**config.mk**
```make
export PLATFORM = sky130hd
export DESIGN_NAME = fifo_serial_tx
export DESIGN_NICKNAME = d
export VERILOG_FILES = /design/src/rtl/fifo_serial_tx.sv
export SDC_FILE = /design/constraint.sdc
export NUM_CORES = 1
export LEC_CHECK = 0
export CAP_MARGIN = 25
export CORE_MARGIN = 5
export CORE_UTILIZATION = 45
export CTS_CLUSTER_SIZE = 12
export DETAILED_ROUTE_END_ITERATION = 7
export PLACE_DENSITY_LB_ADDON = 0.15
export SLEW_MARGIN = 10
export SYNTH_ARGS = -nofsm -noshare
export SYNTH_HDL_FRONTEND = slang
export SYNTH_SLANG_ARGS = --single-unit
```
**constraint.sdc**
```tcl
create_clock -name clk -period 5.1 [get_ports clk]
set_clock_uncertainty 0.05 [all_clocks]
set_input_delay 0.51 -clock clk [delete_from_list [all_inputs] [get_ports clk]]
set_output_delay 0.51 -clock clk [all_outputs]
set_load 0.02 [all_outputs]
```
**src/rtl/fifo_serial_tx.sv**
```systemverilog
// fifo_serial_tx: pops words from the upstream byte FIFO and sends each one as a
// serial frame: start bit, data bits LSB first, optional parity bit, stop bit.
// Each bit is held on tx_out for CLKS_PER_BIT clocks.
// Frames follow each other with no gap while the FIFO has data and tx_en is high.
// Optional feature macro: SERIAL_TX_PARITY_EN.
// When it is defined, an even-parity bit is inserted between DATA and STOP.
module fifo_serial_tx #(
  parameter int DATA_WIDTH   = 8,
  parameter int CLKS_PER_BIT = 4
) (
  input  logic                  clk,
  input  logic                  rstn,
  input  logic                  tx_en,
  input  logic                  fifo_empty,
  input  logic [DATA_WIDTH-1:0] fifo_data,
  output logic                  fifo_deq,
  output logic                  tx_out,
  output logic                  tx_busy,
  output logic                  tx_done
);

  localparam int CW = (CLKS_PER_BIT > 1) ? $clog2(CLKS_PER_BIT) : 1;
  localparam int BW = (DATA_WIDTH > 1) ? $clog2(DATA_WIDTH) : 1;
  localparam logic [CW-1:0] CYC_LAST = CW'(CLKS_PER_BIT - 1);
  localparam logic [BW-1:0] BIT_LAST = BW'(DATA_WIDTH - 1);

  typedef enum logic [2:0] {
    S_IDLE,
    S_START,
    S_DATA,
`ifdef SERIAL_TX_PARITY_EN
    S_PARITY,
`endif
    S_STOP
  } state_t;

  state_t                r_state;
  logic [CW-1:0]         r_cycCnt;
  logic [BW-1:0]         r_bitCnt;
  logic [DATA_WIDTH-1:0] r_shift;
  logic                  r_txOut;
`ifdef SERIAL_TX_PARITY_EN
  logic                  r_parity;
`endif

  state_t                w_nextState;
  logic [CW-1:0]         w_nextCyc;
  logic [BW-1:0]         w_nextBit;
  logic [DATA_WIDTH-1:0] w_nextShift;
  logic                  w_nextTx;
  logic                  w_deq;
  logic                  w_done;
  logic                  w_canPop;
  logic                  w_bitEnd;

  // A pop is only legal outside reset, so the FIFO is never drained while rstn is held low.
  assign w_canPop = rstn & tx_en & ~fifo_empty;
  assign w_bitEnd = (r_cycCnt == CYC_LAST);

  assign fifo_deq = w_deq;
  assign tx_out   = r_txOut;
  assign tx_busy  = (r_state != S_IDLE);
  assign tx_done  = w_done;

  // Next-state, counter and shift logic.
  // tx_out is computed from the next state and next shift value so that the register lines up with the state.
  always_comb begin
    w_nextState = r_state;
    w_nextCyc   = r_cycCnt;
    w_nextBit   = r_bitCnt;
    w_nextShift = r_shift;
    w_deq       = 1'b0;
    w_done      = 1'b0;
    w_nextTx    = 1'b1;
    case (r_state)
      S_IDLE: begin
        if (w_canPop) begin
          w_deq       = 1'b1;
          w_nextShift = fifo_data;
          w_nextState = S_START;
          w_nextCyc   = '0;
          w_nextBit   = '0;
        end
      end
      S_START: begin
        if (w_bitEnd) begin
          w_nextCyc   = '0;
          w_nextBit   = '0;
          w_nextState = S_DATA;
        end else begin
          w_nextCyc = r_cycCnt + CW'(1);
        end
      end
      S_DATA: begin
        if (w_bitEnd) begin
          w_nextCyc   = '0;
          w_nextShift = r_shift >> 1;
          if (r_bitCnt == BIT_LAST) begin
            w_nextBit = '0;
`ifdef SERIAL_TX_PARITY_EN
            w_nextState = S_PARITY;
`else
            w_nextState = S_STOP;
`endif
          end else begin
            w_nextBit = r_bitCnt + BW'(1);
          end
        end else begin
          w_nextCyc = r_cycCnt + CW'(1);
        end
      end
`ifdef SERIAL_TX_PARITY_EN
      S_PARITY: begin
        if (w_bitEnd) begin
          w_nextCyc   = '0;
          w_nextState = S_STOP;
        end else begin
          w_nextCyc = r_cycCnt + CW'(1);
        end
      end
`endif
      S_STOP: begin
        if (w_bitEnd) begin
          w_done    = 1'b1;
          w_nextCyc = '0;
          if (w_canPop) begin
            w_deq       = 1'b1;
            w_nextShift = fifo_data;
            w_nextBit   = '0;
            w_nextState = S_START;
          end else begin
            w_nextState = S_IDLE;
          end
        end else begin
          w_nextCyc = r_cycCnt + CW'(1);
        end
      end
      default: w_nextState = S_IDLE;
    endcase
    case (w_nextState)
      S_START:  w_nextTx = 1'b0;
      S_DATA:   w_nextTx = w_nextShift[0];
`ifdef SERIAL_TX_PARITY_EN
      S_PARITY: w_nextTx = r_parity;
`endif
      default:  w_nextTx = 1'b1;
    endcase
  end

  // State, counters, shift register and line register.
  // Reset drops any frame in flight and returns the line high at once.
  always_ff @(posedge clk or negedge rstn) begin
    if (!rstn) begin
      r_state  <= S_IDLE;
      r_cycCnt <= '0;
      r_bitCnt <= '0;
      r_shift  <= '0;
      r_txOut  <= 1'b1;
    end else begin
      r_state  <= w_nextState;
      r_cycCnt <= w_nextCyc;
      r_bitCnt <= w_nextBit;
      r_shift  <= w_nextShift;
      r_txOut  <= w_nextTx;
    end
  end

`ifdef SERIAL_TX_PARITY_EN
  // Even parity of the whole word, captured when the word is popped because the shift register is consumed later.
  always_ff @(posedge clk or negedge rstn) begin
    if (!rstn) begin
      r_parity <= 1'b0;
    end else if (w_deq) begin
      r_parity <= ^fifo_data;
    end
  end
`endif

endmodule

```
==> results.cfg, run 1 <==
[pwr]
p_switching_mw = 0.08267
swShare_pct = 27.05
power_frac_comb_pct = 21.8
irDropWorstVdd_v = 0.0001512
p_total_mw = 0.3056
p_int_mw = 0.2230
p_leak_nw = 0.5148
p_seq_share_pct = 55.4
power.density_nw_per_um2 = 259.3
clkPwrFrac_pct = 22.9

[setup_path]
startpoint_type = input pin
critical_path_class = in2out
r2r_cells = 5
crit_required_ns = 4.54
timing.rr.end = r_shift[3]$_DFFE_PN0P_
crit_arrival_ns = 2.32
cp-endpoint = fifo_deq
regToRegSetupSlack_ns = 3.18
crit_fanout = 19
cp-end-kind = output pin
startpoint = rstn
r2r_start = r_cycCnt[0]$_DFFE_PN0P_

[clock_network]
cts_tree = yes
holdBufCountCts = 0
clockBufferDepth = 2
htree_levels = 1
clock_latency_ns = 0.29
cts.reportedPaths.clkPinSlew_ns = 0.10
post-cts-setup-buffer-count = 0
post_cts_resized = 0
numCtsBuffers = 3
clock-sinks = 17
clockRootBuffer = clkbuf_4

[outcome]
status = complete, no violations

[final_layout]
diodes = 0
final_cell_mix = dfrtp_1 (16), clkdlybuf4s50_1 (15), nor2_1 (11)
final-seq-area_um2 = 426.7
area_growth_pct = 19.39
multiInputGateArea_um2 = 513.0
drive_above_1_share_pct = 13.08
layout_commonest_cell = dfrtp_1
nets = 123
final_area_um2 = 1179
nFillCells = 193

[floorplan]
coreArea_um2 = 2148
rows = 17
die_h_um = 56.84
io_pins = 16
dieArea_um2 = 3230
start_util_pct = 45.95
die_x_um = 56.84

[sta]
period_needed_ns = 2.877
whs_ns = 0.4622
drv_slew = 0
min_period_over_period_pct = 56.42
tns_ns = 0
max_freq_ghz = 0.3475
hold_viol = 0
setup_viol = 0
rsz0062_at_grt = no

[drt]
drtIter0Drc = 5
via_per_inst = 5.326
dr.pass1.iters = 4
post_drt_wl_per_cell_um = 13.64
route.vias.total = 719
antenna_left = 0
detail_route.wirelength_um = 1842
drc = 0

[logic_synthesis]
ys_async_sr_fraction_pct = 100.0
synthFlopType = dfrtp_1
yosys_warnings = 0
synthCells = 91
syn-cell-area_um2 = 987.2
syn-num-nets = 106
ys_seq_area_share_pct = 43.22
synth_edf_count = 0
synth_seq_cells = 17
syn_area_per_cell_um2 = 10.85
synth_cell_types = 39

[placement]
hpwl_um = 1309
routabilityCongestion = 0.7142
port_buffers = 15
place_area_um2 = 1151

[global_routing]
antenna_found_initial = 0
grt_pass1_vias = 746
grt-ovfl-total = 0
track_usage_pct = 12.57
grt_first_pass_wirelength_um = 3236
grt_max_degree = 20

[hold_path]
hold_class = reg2reg

[flow_run]
cap_violations = 0
worst max-delay path, stage by stage:
cell and delay [ns]:
clkdlybuf4s50_1 0.45, buf_4 0.26, nand3b_4 0.19, nor2_4 0.25, clkdlybuf4s50_1 0.65
how the worst min path moves through the flow:
| stage | slack, ns | start | end | cells after the start |
|---|---|---|---|---|
| floorplan | 0.16 | rstn | r_bitCnt[0]$_DFFE_PN0P_ | 0 |
| global placement | 0.43 | r_shift[2]$_DFFE_PN0P_ | r_shift[1]$_DFFE_PN0P_ | 1 |
| detailed placement | 0.43 | r_shift[5]$_DFFE_PN0P_ | r_shift[4]$_DFFE_PN0P_ | 1 |
| CTS | 0.46 | r_shift[6]$_DFFE_PN0P_ | r_shift[5]$_DFFE_PN0P_ | 1 |
| global route | 0.48 | r_shift[3]$_DFFE_PN0P_ | r_shift[2]$_DFFE_PN0P_ | 1 |
| finish | 0.46 | r_shift[2]$_DFFE_PN0P_ | r_shift[1]$_DFFE_PN0P_ | 1 |
layout make-up:
cell class                 instances  share of cell area (%)
sequential                        17                   36.20
timing repair buffer              17                   14.01
multi-input combinational         66                   43.52
tap                               28                   2.972
clock inverter                     1                  0.4246
inverter                           3                  0.9554
clock buffer                       3                   1.911
metrics by stage:
step	util (%)	instances	worst slack, ns
6_report	54.86	135	2.223
3_3_place_gp	53.58	131	2.210
4_1_cts	54.86	135	2.175
2_1_floorplan	-	91	3.219
5_1_grt	54.86	135	2.077
3_5_place_dp	53.58	131	2.183
power by group through the flow:
| stage | combinational (mW) | clock (mW) | sequential (mW) |
|---|---|---|---|
| 6_report | 0.0666 | 0.0699 | 0.169 |
| 3_3_place_gp | 0.0653 | 0 | 0.172 |
| 2_1_floorplan | 0.0498 | 0 | 0.167 |
| 3_5_place_dp | 0.0672 | 0 | 0.171 |
| 4_1_cts | 0.0679 | 0.0750 | 0.169 |
| 5_1_grt | 0.0743 | 0.0810 | 0.172 |
registers in the layout, summed over array words and instances, names as in the netlist:
name / count
r_state: 3
tx_out: 1
r_shift: 8
r_bitCnt: 3
r_cycCnt: 2
Yosys cell counts (2+ instances only):
cell	count	area, um2
nor2_1	11	41.29
nor2b_1	6	37.54
mux2i_1	3	30.03
a221o_1	6	60.06
nand2b_1	3	18.77
a21oi_1	2	10.01
dfrtp_1	16	400.4
nand2_1	5	18.77
a21o_1	2	15.01
inv_1	3	11.26
buf_2	2	10.01
a22o_1	2	17.52
buf_4	2	15.01
ha_1	3	37.54
logic make-up after synthesis:
kind of cell | after synthesis | synth area share (%)
and+or+nand+nor | 35 | 21.29
DFF | 17 | 43.22
AOI/OAI and AO/OA | 22 | 21.42
other | 1 | 0.3799
xor gates and xnor gates | 1 | 0.8874
muxes | 4 | 4.183
adders and majority gates | 3 | 3.803
buffers and inverters | 8 | 4.816
metal layers:
metal  track usage, %  share of wire [%]  up-vias
li1                 -                  -      357
met1            16.62                 47      347
met2            19.64                 49       13
met3            2.759                4.0        2
met4            5.298               0.71        0
met5                0                  0        -
Note: power is estimated with default switching activity, not from simulation.
==> run 2, diff against run 1 <==
clock period = 2.5 ns   (was 5.1 ns; I/O delays follow)
==> run 2 against run 1 <==
- cell count is 1.5% higher
- flip-flop and latch count did not move
- utilization increased by 0.82 points
- power rose by 110%
- highest routed layer unchanged
==> results.cfg, run 2 (same netlist as run 1, synthesis figures left out) <==
[pwr]
p_seq_share_pct = 53.9
irDropWorstVdd_v = 0.0003831
power_frac_comb_pct = 22.8
p_total_mw = 0.6361
p_leak_nw = 0.5182
p_int_mw = 0.4614
power.density_nw_per_um2 = 531.8
clkPwrFrac_pct = 23.3
p_switching_mw = 0.1747
swShare_pct = 27.46

[sta]
min_period_over_period_pct = 96.31
period_needed_ns = 2.408
rsz0062_at_grt = no
setup_viol = 0
max_freq_ghz = 0.4153
tns_ns = 0
drv_slew = 0
whs_ns = 0.3329
hold_viol = 0

[hold_path]
hold_class = in2async

[final_layout]
final_area_um2 = 1196
diodes = 0
largest-register = r_shift
nets = 125
drive_above_1_share_pct = 15.60
final_cell_mix = clkdlybuf4s50_1 (15), dfrtp_1 (15), nor2_1 (11)
area_growth_pct = 21.17
finalNonFillerCells = 137
top_regs = r_shift (8), r_bitCnt (3), r_state (3)
largest_reg_flops = 8

[global_routing]
grt_first_pass_wirelength_um = 3353
track_usage_pct = 13.60
antenna_found_initial = 0
grt_max_degree = 19
grt-ovfl-total = 0
grt_pass1_vias = 705

[drt]
post_drt_wl_per_cell_um = 14.55
drtIter0Drc = 10
via_per_inst = 5.489
dr.pass1.iters = 4
drc = 0
detail_route.wirelength_um = 1993
route.vias.total = 752
antenna_left = 0

[setup_path]
crit_required_ns = 2.20
r2r_start = r_state[2]$_DFF_PN0_
cp-end-kind = output pin
critical_path_class = reg2out
startpoint = r_state[0]$_DFF_PN0_
regToRegSetupSlack_ns = 0.65
startpoint_type = register
crit_arrival_ns = 2.11
crit_fanout = 13

[clock_network]
cts_tree = yes
clock_latency_ns = 0.29
cts.reportedPaths.clkPinSlew_ns = 0.10
htree_levels = 1
numCtsBuffers = 3
clockRootBuffer = clkbuf_4
clockBufferDepth = 2
post-cts-setup-buffer-count = 0
holdBufCountCts = 0
clock-sinks = 17

[placement]
place_area_um2 = 1166
hpwl_um = 1493
routabilityCongestion = 0.8308
placed_cells = 133
port_buffers = 15

[floorplan]
coreArea_um2 = 2148
rows = 17
die_x_um = 56.84
dieArea_um2 = 3230
io_pins = 16
die_h_um = 56.84
start_util_pct = 45.95

[outcome]
status = complete, no violations

[flow_run]
cap_violations = 0
-- run 2: changes by cell type in the layout (fill, tap and decap cells not counted) --
| cell | delta |
|---|---|
| dfrtp_1 | -1 |
| dfrtp_2 | +1 |
| clkbuf_1 | +1 |
| ha_2 | +1 |
| clkinv_2 | -1 |
| buf_4 | +2 |
| ha_1 | -1 |
-- run 2: power by group through the flow --
stage	Sequential, mW	Clock, mW	Combinational, mW
final	0.343	0.148	0.145
after global routing	0.348	0.170	0.161
after global placement	0.346	0	0.141
after floorplan	0.340	0	0.102
after detailed placement	0.347	0	0.144
after CTS	0.342	0.157	0.146
-- run 2: final timing paths --
| check | endpoint | cells after the start |
|---|---|---|
| worst max-delay path | fifo_deq | 4 |
| worst min-delay path | r_bitCnt[0]$_DFFE_PN0P_ | 2 |
| worst max register to register | r_shift[5]$_DFFE_PN0P_ | 5 |
| worst min register to register | r_shift[2]$_DFFE_PN0P_ | 1 |
| max in group asynchronous | tx_out$_DFF_PN1_ | 2 |
| min in group clk | r_shift[2]$_DFFE_PN0P_ | 1 |
-- run 2: layout make-up --
class                           count  area [um2]
Clock buffer                        4       26.28
Fill cell                         199       952.2
Inverter                            3       11.26
Multi-Input combinational cell     66       515.5
Sequential cell                    17       427.9
Tap cell                           28       35.03
Timing Repair Buffer               19       180.2
-- run 2: through the flow --
| step | setup slack (ns) | utilization, % |
|---|---|---|
| after CTS | 0.02364 | 55.50 |
| final | 0.09237 | 55.68 |
| after global routing | 0.007368 | 55.68 |
| after floorplan | 0.8512 | - |
| after global placement | 0.4107 | 54.28 |
| after detailed placement | 0.3718 | 54.28 |
-- run 2: what timing repair did --
action,CTS,global route
endpoints found under the setup margin,0,1
endpoints found under the hold margin,0,0
resized for setup,0,2
-- run 2: worst max-delay path: stages (launching register included) --
cell	delay, ns
dfrtp_1	0.53
or3_4	0.44
o21a_1	0.14
nor2_4	0.10
clkdlybuf4s50_1	0.62
-- run 2: per-layer routing --
metal	up-vias	GRT usage (%)	part of all wire (%)
li1	362	-	-
met1	366	17.33	46
met2	19	21.62	48
met3	5	3.448	4.3
met4	0	5.960	1.9
met5	-	0	0
